<file path="src/rtl/strip_sequencer_pkg.sv">
// rtl/strip_sequencer_pkg.sv - shared types, FSM encodings and colour packing for the LED strip sequencer
//
// Purpose : constants and helpers imported by the strip sequencer and its bit serializer.
// Contents: COLOR_W / BITS_PER_PIXEL, FSM state encodings (IDLE, LOAD, DRAIN, PAUSE),
//           color_t / state_t types, pack_grb() which orders a pixel as sent on the wire.
package strip_pkg;

    localparam int COLOR_W        = 24;
    localparam int BITS_PER_PIXEL = 24;

    typedef logic [1:0]         state_t;
    typedef logic [COLOR_W-1:0] color_t;

    localparam state_t IDLE  = 2'd0;
    localparam state_t LOAD  = 2'd1;
    localparam state_t DRAIN = 2'd2;
    localparam state_t PAUSE = 2'd3;

    // The strip expects green first, then red, then blue, each MSB first.
    function automatic color_t pack_grb(input logic [7:0] r, input logic [7:0] g, input logic [7:0] b);
        return {g, r, b};
    endfunction

endpackage

</file>
<file path="src/rtl/strip_sequencer_if.sv">
// rtl/strip_sequencer_if.sv - buffer-write, frame-control and serial-line bundle of the strip sequencer
//
// Purpose: groups every non-clock signal of strip_sequencer.
// Signals: wr_en/wr_addr/wr_r/wr_g/wr_b  buffer write request (master -> slave)
//          wr_err                        dropped-write pulse     (slave -> master)
//          start                         frame request           (master -> slave)
//          busy/done                     frame status            (slave -> master)
//          out                           serial line to strip    (slave -> master)
interface strip_sequencer_if #(
    parameter int ADDR_W = 3
);
    logic              wr_en;
    logic [ADDR_W-1:0] wr_addr;
    logic [7:0]        wr_r;
    logic [7:0]        wr_g;
    logic [7:0]        wr_b;
    logic              wr_err;
    logic              start;
    logic              busy;
    logic              done;
    logic              out;

    modport master (
        output wr_en, wr_addr, wr_r, wr_g, wr_b, start,
        input  wr_err, busy, done, out
    );

    modport slave (
        input  wr_en, wr_addr, wr_r, wr_g, wr_b, start,
        output wr_err, busy, done, out
    );
endinterface

</file>
<file path="src/rtl/strip_sequencer_bit_tx.sv">
// rtl/strip_sequencer_bit_tx.sv - one-wire pulse-width bit serializer with a one-word holding register
//
// Purpose: accepts 24-bit words on a valid/ready handshake and sends them MSB first,
//          gaplessly, each bit DATA_TICKS cycles long and high for T0H (0) or T1H (1) cycles.
// Ports  : clk, rst (async, active low)
//          i_valid/i_word/o_ready  word handshake; ready while the holding register is empty
//          o_out                   serial line
//          o_idle                  nothing shifting and nothing held
module strip_bit_tx
    import strip_pkg::*;
#(
    parameter int DATA_TICKS = 6,
    parameter int T0H        = 2,
    parameter int T1H        = 4
) (
    input  logic   clk,
    input  logic   rst,
    input  logic   i_valid,
    input  color_t i_word,
    output logic   o_ready,
    output logic   o_out,
    output logic   o_idle
);

    localparam int TICK_W = (DATA_TICKS > 1) ? $clog2(DATA_TICKS) : 1;
    localparam int BIT_W  = $clog2(BITS_PER_PIXEL);

    color_t            r_hold;
    color_t            r_shift;
    logic              r_hold_full;
    logic              r_active;
    logic [TICK_W-1:0] r_tick;
    logic [BIT_W-1:0]  r_bit;

    logic              w_tick_end;
    logic              w_word_end;
    logic              w_promote;
    logic              w_accept;
    logic [TICK_W-1:0] w_high_ticks;

    assign w_tick_end   = (r_tick == TICK_W'(DATA_TICKS - 1));
    assign w_word_end   = r_active && w_tick_end && (r_bit == BIT_W'(BITS_PER_PIXEL - 1));
    // A held word moves into the shifter either straight away (line idle) or on the
    // last tick of the current word, so the next bit follows with no gap.
    assign w_promote    = r_hold_full && (!r_active || w_word_end);
    assign w_accept     = i_valid && !r_hold_full;
    assign w_high_ticks = r_shift[COLOR_W-1] ? TICK_W'(T1H) : TICK_W'(T0H);

    assign o_ready = !r_hold_full;
    assign o_out   = r_active && (r_tick < w_high_ticks);
    assign o_idle  = !r_active && !r_hold_full;

    always_ff @(posedge clk or negedge rst) begin
        if (!rst) begin
            r_hold      <= '0;
            r_shift     <= '0;
            r_hold_full <= 1'b0;
            r_active    <= 1'b0;
            r_tick      <= '0;
            r_bit       <= '0;
        end else begin
            // accept and promote are mutually exclusive: one needs the holder empty, the other full
            if (w_accept) begin
                r_hold      <= i_word;
                r_hold_full <= 1'b1;
            end else if (w_promote) begin
                r_hold_full <= 1'b0;
            end

            if (w_promote) begin
                r_shift  <= r_hold;
                r_active <= 1'b1;
                r_tick   <= '0;
                r_bit    <= '0;
            end else if (r_active) begin
                if (w_tick_end) begin
                    r_tick  <= '0;
                    r_shift <= r_shift << 1;
                    if (w_word_end) begin
                        r_active <= 1'b0;
                        r_bit    <= '0;
                    end else begin
                        r_bit <= r_bit + 1'b1;
                    end
                end else begin
                    r_tick <= r_tick + 1'b1;
                end
            end
        end
    end

endmodule

</file>
<file path="src/rtl/strip_sequencer.sv">
// rtl/strip_sequencer.sv - WS2812-style strip frame controller: pixel buffer, write checks, frame FSM
//
// Purpose: holds NUM_PIXELS GRB words, and on start streams them all through strip_bit_tx,
//          then holds the line low for PAUSE_TICKS cycles (latch time) before going idle.
// Ports  : clk, rst (async, active low)
//          bus (strip_sequencer_if.slave): wr_en/wr_addr/wr_r/wr_g/wr_b in, wr_err out,
//          start in, busy/done out, out (serial line) out.
module strip_sequencer
    import strip_pkg::*;
#(
    parameter int NUM_PIXELS  = 8,
    parameter int ADDR_W      = 3,
    parameter int DATA_TICKS  = 6,
    parameter int PAUSE_TICKS = 12,
    parameter int T0H         = 2,
    parameter int T1H         = 4
) (
    input  logic               clk,
    input  logic               rst,
    strip_sequencer_if.slave   bus
);

    localparam int PCNT_W = $clog2(PAUSE_TICKS + 1);
    localparam int DEPTH  = 2 ** ADDR_W;

    color_t            r_buf [DEPTH];
    state_t            r_state;
    logic [ADDR_W-1:0] r_idx;
    logic [PCNT_W-1:0] r_pcnt;
    logic              r_wr_err;

    logic              w_idle_st;
    logic              w_wr_ok;
    logic              w_last_px;
    logic              w_pause_end;
    logic              w_tx_valid;
    logic              w_tx_ready;
    logic              w_tx_out;
    logic              w_tx_idle;
    color_t            w_tx_word;

    assign w_idle_st   = (r_state == IDLE);
    assign w_wr_ok     = bus.wr_en && w_idle_st && (32'(bus.wr_addr) < NUM_PIXELS);
    assign w_last_px   = (32'(r_idx) == NUM_PIXELS - 1);
    assign w_pause_end = (r_state == PAUSE) && (r_pcnt == PCNT_W'(PAUSE_TICKS - 1));
    assign w_tx_valid  = (r_state == LOAD);
    assign w_tx_word   = r_buf[r_idx];

    assign bus.busy   = !w_idle_st;
    assign bus.done   = w_pause_end;
    assign bus.wr_err = r_wr_err;
    assign bus.out    = w_tx_out;

    // Writes land at the same edge that samples start, so a frame started together
    // with a write already carries the new colour.
    always_ff @(posedge clk or negedge rst) begin
        if (!rst) begin
            for (int i = 0; i < DEPTH; i++) begin
                r_buf[i] <= '0;
            end
        end else if (w_wr_ok) begin
            r_buf[bus.wr_addr] <= pack_grb(bus.wr_r, bus.wr_g, bus.wr_b);
        end
    end

    always_ff @(posedge clk or negedge rst) begin
        if (!rst) begin
            r_state  <= IDLE;
            r_idx    <= '0;
            r_pcnt   <= '0;
            r_wr_err <= 1'b0;
        end else begin
            r_wr_err <= bus.wr_en && !w_wr_ok;
            case (r_state)
                IDLE: begin
                    if (bus.start) begin
                        r_state <= LOAD;
                        r_idx   <= '0;
                    end
                end
                LOAD: begin
                    // valid is held in LOAD, so ready alone means this pixel was taken
                    if (w_tx_ready) begin
                        if (w_last_px) begin
                            r_state <= DRAIN;
                        end else begin
                            r_idx <= r_idx + 1'b1;
                        end
                    end
                end
                DRAIN: begin
                    if (w_tx_idle) begin
                        r_state <= PAUSE;
                        r_pcnt  <= '0;
                    end
                end
                PAUSE: begin
                    if (w_pause_end) begin
                        r_state <= IDLE;
                    end else begin
                        r_pcnt <= r_pcnt + 1'b1;
                    end
                end
                default: r_state <= IDLE;
            endcase
        end
    end

    strip_bit_tx #(
        .DATA_TICKS (DATA_TICKS),
        .T0H        (T0H),
        .T1H        (T1H)
    ) u_bit_tx (
        .clk     (clk),
        .rst     (rst),
        .i_valid (w_tx_valid),
        .i_word  (w_tx_word),
        .o_ready (w_tx_ready),
        .o_out   (w_tx_out),
        .o_idle  (w_tx_idle)
    );

endmodule

</file>
<file path="src/flat_wrapper.sv">
// flat-port wrapper written by rule: the top's interface ports become plain ports
module strip_sequencer_flat import strip_pkg::*;
#(
    parameter int NUM_PIXELS  = 8,
    parameter int ADDR_W      = 3,
    parameter int DATA_TICKS  = 6,
    parameter int PAUSE_TICKS = 12,
    parameter int T0H         = 2,
    parameter int T1H         = 4
)
  (clk, rst, bus_wr_en, bus_wr_addr, bus_wr_r, bus_wr_g, bus_wr_b, bus_start, bus_wr_err, bus_busy, bus_done, bus_out);
  strip_sequencer_if #(.ADDR_W(ADDR_W)) bus_i ();
  input  logic clk;
  input  logic rst;
  input wire logic [$bits(bus_i.wr_en)-1:0] bus_wr_en;
  input wire logic [$bits(bus_i.wr_addr)-1:0] bus_wr_addr;
  input wire logic [$bits(bus_i.wr_r)-1:0] bus_wr_r;
  input wire logic [$bits(bus_i.wr_g)-1:0] bus_wr_g;
  input wire logic [$bits(bus_i.wr_b)-1:0] bus_wr_b;
  input wire logic [$bits(bus_i.start)-1:0] bus_start;
  output wire logic [$bits(bus_i.wr_err)-1:0] bus_wr_err;
  output wire logic [$bits(bus_i.busy)-1:0] bus_busy;
  output wire logic [$bits(bus_i.done)-1:0] bus_done;
  output wire logic [$bits(bus_i.out)-1:0] bus_out;
  assign bus_i.wr_en = bus_wr_en;
  assign bus_i.wr_addr = bus_wr_addr;
  assign bus_i.wr_r = bus_wr_r;
  assign bus_i.wr_g = bus_wr_g;
  assign bus_i.wr_b = bus_wr_b;
  assign bus_i.start = bus_start;
  assign bus_wr_err = bus_i.wr_err;
  assign bus_busy = bus_i.busy;
  assign bus_done = bus_i.done;
  assign bus_out = bus_i.out;
  strip_sequencer #(.NUM_PIXELS(NUM_PIXELS), .ADDR_W(ADDR_W), .DATA_TICKS(DATA_TICKS), .PAUSE_TICKS(PAUSE_TICKS), .T0H(T0H), .T1H(T1H)) u_core (.clk(clk), .rst(rst), .bus(bus_i));
endmodule
</file>
<file path="config.mk">
export PLATFORM = sky130hd
export DESIGN_NAME = strip_sequencer_flat
export DESIGN_NICKNAME = d
export VERILOG_FILES = /design/src/rtl/strip_sequencer_pkg.sv /design/src/rtl/strip_sequencer_if.sv /design/src/rtl/strip_sequencer_bit_tx.sv /design/src/rtl/strip_sequencer.sv /design/src/flat_wrapper.sv
export SDC_FILE = /design/constraint.sdc
export NUM_CORES = 1
export LEC_CHECK = 0
export BUFFER_PORTS_ARGS = -buffer_cell sky130_fd_sc_hd__buf_2
export CAP_MARGIN = 20
export CORE_UTILIZATION = 60
export CTS_BUF_LIST = sky130_fd_sc_hd__clkbuf_8
export DETAILED_ROUTE_END_ITERATION = 16
export PLACE_DENSITY = 0.81
export SLEW_MARGIN = 30
export SYNTH_ARGS = -nofsm -noshare
export SYNTH_HDL_FRONTEND = slang
export SYNTH_SLANG_ARGS = --single-unit
</file>
<file path="constraint.sdc">
create_clock -name clk -period 2.1 [get_ports clk]
set_input_delay 0 -clock clk [delete_from_list [all_inputs] [get_ports clk]]
set_output_delay 0 -clock clk [all_outputs]
set_load 0.02 [all_outputs]
</file>
After elaboration in Yosys (flattened, before gate mapping)
Index checks and enable logic that the tools add are counted.
- input bits: 31
- output and inout bits: 4
- flip-flop bits (word level): 260
- bitwise gates (word level): 2
- muxes and demuxes: 36
- reductions and logical operators: 25
- add/sub/neg operators: 4
- $lt $le $gt $ge: 4
- equal/unequal tests: 14
- operators by type and width (cell ; number):
    $bwmux 192 ; 1
    $mux 24 ; 6
    $bmux 24 s3 ; 1
    $demux 24 s3 ; 1
    $mux 3 ; 7
    $mux 5 ; 4
    $ne 2x2->1 const B ; 6
    $logic_and 1x1->1 ; 10
    $mux 2 ; 5
    $reduce_bool 2->1 ; 5
    $ge 4x4->1 const B ; 2
    $mux 4 ; 2
    $not 3->4 ; 2
    $pmux 2 s4 ; 1
    $pmux 4 s2 ; 1
    $add 3x1->3 const B ; 2
    $eq 3x3->1 const B ; 2
    $mux 1 ; 6
    $pmux 3 s2 ; 1
    $add 5x1->5 const B ; 1
    $eq 5x5->1 const B ; 1
    $reduce_and 5->1 ; 1
    $add 4x1->4 const B ; 1
    $eq 2x2->1 const B ; 2
    11 further kinds ; 14

Depth between registers and ports, before layout
- word-level depth: 7
- depth in mapped cells: 8
- gate-level depth less buffers: 6

Hierarchy
From an unflattened synthesis, not the netlist that was laid out.
- cells, all modules: 851
- area, all modules: 12238.0 um^2
- by module, submodules not included (module ; instances ; sequential area each (um^2) ; cells each ; area each (um^2)):
    strip_sequencer ; 1 ; 5054.8 ; 612 ; 9334.0
    strip_bit_tx ; 1 ; 1451.4 ; 239 ; 2904.0

Worst setup path before layout
No wires, ideal clock.
- kind: register to register
- from: reg u_core.r_state[0]
- to: reg u_core.r_buf[100] in the netlist's numbering
- arrival: 1.738 ns
- required time: 1.975 ns
- clock period less this slack: 1.863 ns
- library setup time: 0.125 ns
- stages on the path, launching flop included: 7
- buffers on the path: 1
- slack: 0.237 ns
- cells stage by stage: dfrtp_1 inv_1 ha_1 nand3_1 nor2_1 buf_2 mux2_2
- word-level cells in the longest chain between the ends: 2
- RTL lines (what ; RTL line ; RTL):
    start, declared ; strip_sequencer.sv:27 ; state_t r_state;
    start signal, assigned ; strip_sequencer.sv:68 ; r_state <= IDLE;
    start signal, assigned ; strip_sequencer.sv:77 ; r_state <= LOAD;
    start signal, assigned ; strip_sequencer.sv:85 ; r_state <= DRAIN;
    $logic_not 2->1 ; strip_sequencer.sv:42 ; assign w_idle_st = (r_state == IDLE);
    $logic_and 1x1->1 ; strip_sequencer.sv:43 ; assign w_wr_ok = bus.wr_en && w_idle_st && (32'(bus.wr_addr) < NUM_PIXELS);
    end signal, assigned by index ; strip_sequencer.sv:62 ; r_buf[bus.wr_addr] <= pack_grb(bus.wr_r, bus.wr_g, bus.wr_b);
    end, declared ; strip_sequencer.sv:26 ; color_t r_buf [DEPTH];
No other way between the ends.
A chain may end at the register's enable or synchronous reset.

Final worst setup path
- from: reg u_core.r_state[1]
- to: reg u_core.r_buf[49] in the netlist's numbering
The elaborated chain is that of the path after synthesis.

==> summary.md <==
| Metric | Value |
|---|---|
| N_diodes | `0` |
| Final setup TNS | `0 ns` |
| Commonest cells after routing, fill and taps aside | `dfrtp_1, mux2_2, clkbuf_8, mux4_2, mux2_1` |
| Multiplexer share of the synthesized area | `30.5%` |
| CP Class | `register to register` |
| Synth Area in Adders | `1.08%` |
| Hold WC Path Type | `input port to async pin` |
| Max Cap Viol | `0` |
| Worst vdd ir | `0.00104 V` |
| I/O Buffers | `34` |
| Met3 Use GR | `3.87%` |
| Global-route met1 utilization | `a little over a third` |
| Largest net degree at the start of global routing | `69` |
| Pwr/cell area | `1370 nW/um^2` |
| Synthesized flop and latch total | `260` |
| DRT iter0 DRCs | `436` |
| Cell area after layout | `13400 um^2` |
| Combinational family with the most area after synthesis | `multiplexers` |
| GRT Total Usage | `26.3%` |
| Post-synth EDFFs | `0` |
| Syn Std Cell Area | `11600 um^2` |
| Syn Area/Cell | `between 10 and 15 um^2` |
| Post-DR vias/cell | `5.99` |
| Compound-gate portion of the synthesized area | `around 6.4%` |
| Met2 Use GR | `45.5%` |
| Final count of negative-setup-slack endpoints | `0` |
| Chip Width | `141 um` |
| Simple-gate portion of the synthesized area | `3.26%` |
| CP Data Required Time | `2.51 ns` |
| Final period utilization | `93.5%` |
| Vias after detailed routing | `6965` |
| Post-Synth XOR/XNOR Area | `less than 1%` |
| Worst Hold Slack | `approximately 0.023 ns` |
| Most common cell after layout, fill and taps aside | `dfrtp_1` |
| Antenna viol nets, final | `0` |
| GR Overflow Total | `0` |
| Total Wirelength | `~24 mm` |
| Synth Flop Type | `dfrtp_1` |
| TritonCTS Sinks | `260` |
| Initial antenna violation count | `0` |
| WL/cell | `a little over 20 um` |
| Ys Warns | `0` |
| Unrepaired setup endpoints after global routing | `false` |
| Clock Latency Late Sink | `0.55 ns` |
| CTS Buffer Depth | `3` |
| Drt pass-1 iters | `4` |
| Final Hold Viols | `0` |
| Layout cells sized above 1 | `37.5%` |
| Clk slew on worst S/H paths | `0.06 ns` |
| Worst Max-Slew Pin Slew | `~0.55 ns` |
| Vias in the first global route | `between 7000 and 8000` |
| Fraction of registers with async set/reset | `100%` |
| Global placer's final weighted congestion | `between 0.7 and 0.8` |
| Mapped Nets | `slightly above 800` |
| Slew headroom | `63.2%` |
| TritonCTS clock tree | `done` |
| CTS buffer count | `42` |
| Die Span Y | `141 um` |
| First-pass GRT wire length | `40.4 mm` |
| H-Tree Depth | `2` |
| Max Freq | `0.509 GHz` |
| P_leak | `6.30 nW` |
| Core Area | `18800 um^2` |
| Root Buffer | `clkbuf_8` |
| Dpl hpwl | `14.9 mm` |
| Initial Util | `61.5%` |
| Status | `completed` |
| Row count | `50` |
| Slew Limit Fails | `0` |
| Post-Synthesis Cells | `about 800` |
| DRC viols | `0` |
| Netlist cell types | `40` |
| Layout Nets | `911` |
| Ports | `35` |
| Layout area overhead | `15.7%` |
| Setup crit end kind | `register` |
| CP startpoint kind | `register` |
| Sequential share of the synthesized area | `between 50% and 60%` |
| Tmin final | `1.96 ns` |
| CP Max Fanout | `19` |
| Skew final | `0.0231 ns` |
| FILL cells | `roughly 1200` |
| Crit path arrival time | `around 2.4 ns` |
| Grt peak-use layer | `met2` |
| Area after DPL | `12300 um^2` |
| Die area | `19900 um^2` |
cells by family (layout without fill, tap and decap cells):
family | count (synthesis) | after routing
XOR/XNOR | 1 | 1
AND/OR/NAND/NOR | 78 | 78
buffers and inverters | 58 | 178
adder cells (fa/ha/maj) | 10 | 10
AO/OA/AOI/OAI | 107 | 107
multiplexers | 269 | 269
flip-flops | 260 | 260
through the flow:
step                      instances  setup slack, ns  util (%)  total power, W
after floorplan                 783            0.237         -          0.0123
after global placement         1060            0.182      65.2          0.0135
after detailed placement       1060           0.0696      65.2          0.0140
after CTS                      1163           0.0810      71.1          0.0184
after global routing           1163           0.0213      71.2          0.0194
final                          1163            0.137      71.2          0.0183
report_power, final:
part           leakage [nW]  switching (W)  total, W  internal, W
logic                  2.43        0.00236   0.00566      0.00329
clock network         0.509        0.00196   0.00437      0.00241
registers              3.36        0.00120   0.00828      0.00708
total                  6.30        0.00553    0.0183       0.0128
critical path, stage by stage (launching register included):
cell and delay, ns:
dfrtp_1 0.41, inv_1 0.13, ha_1 0.22, nand3b_1 0.11, buf_4 0.17, nor2_2 0.18, buf_12 0.22, mux2_2 0.37
state kept, by name (all words and copies together) (netlist names):
signal,cells
u_core.u_bit_tx.r_shift,24
u_core.u_bit_tx.r_bit,5
u_core.r_buf,192
u_core.r_pcnt,4
u_core.u_bit_tx.r_tick,3
u_core.r_state,2
u_core.bus.wr_err,1
u_core.u_bit_tx.r_active,1
u_core.u_bit_tx.r_hold_full,1
u_core.r_idx,3
u_core.u_bit_tx.r_hold,24
worst paths after layout:
kind / from / to / slack, ns / depth (start not counted)
max in group asynchronous: rst / u_core.u_bit_tx.r_shift[18] / 1.32 / 3
setup / recovery: u_core.r_state[1] / u_core.r_buf[49] / 0.14 / 7
min in group clk: bus_start / u_core.r_state[0] / 0.10 / 4
hold / removal: rst / u_core.r_idx[2] / 0.02 / 2
setup reg to reg: u_core.r_state[1] / u_core.r_buf[49] / 0.14 / 7
hold reg to reg: u_core.u_bit_tx.r_hold[16] / u_core.u_bit_tx.r_shift[16] / 0.47 / 1
cell type report:
class / count / area [um^2] / share of cell area (%)
Sequential cell: 260 / 6510 / 48.6
Multi-Input combinational cell: 465 / 4800 / 35.8
Timing Repair Buffer: 92 / 868 / 6.48
Clock buffer: 53 / 729 / 5.44
Tap cell: 260 / 325 / 2.43
Clock inverter: 24 / 133 / 0.990
Inverter: 9 / 33.8 / 0.252
timing repair:
action | in CTS | in global routing
gates resized for setup | 0 | 1
hold endpoints to repair | 453 | 0
hold buffers | 26 | 0
endpoints found under the setup margin | 0 | 1
setup buffers | 0 | 0
synth_stat cells (2+ instances only):
library cell	instances	area share [%]
a21o_1	22	1.4
a21oi_1	9	0.39
a22o_1	30	2.3
and2_1	2	0.11
and4b_1	2	0.17
buf_2	26	1.1
buf_4	3	0.19
buf_6	4	0.39
clkbuf_1	16	0.52
dfrtp_1	260	56
ha_1	10	1.1
inv_1	9	0.29
mux2_1	40	3.9
mux2_2	153	15
mux2i_1	28	2.4
mux4_2	48	9.3
nand2_1	33	1.1
nand2b_1	5	0.27
nand3_1	3	0.13
nand3b_1	3	0.19
nand4_1	2	0.11
nand4b_1	2	0.15
nor2_1	15	0.49
nor2b_1	4	0.22
nor3_1	3	0.13
o21a_1	2	0.13
o21ai_0	33	1.4
o22ai_1	2	0.11
or3_1	3	0.16
per-layer routing:
layer	vias up	routed length, um
met5	-	0
met4	0	463
met3	37	1060
met2	146	12500
met1	3701	10100
li1	3081	-
Note: power is estimated with default switching activity, not from simulation.
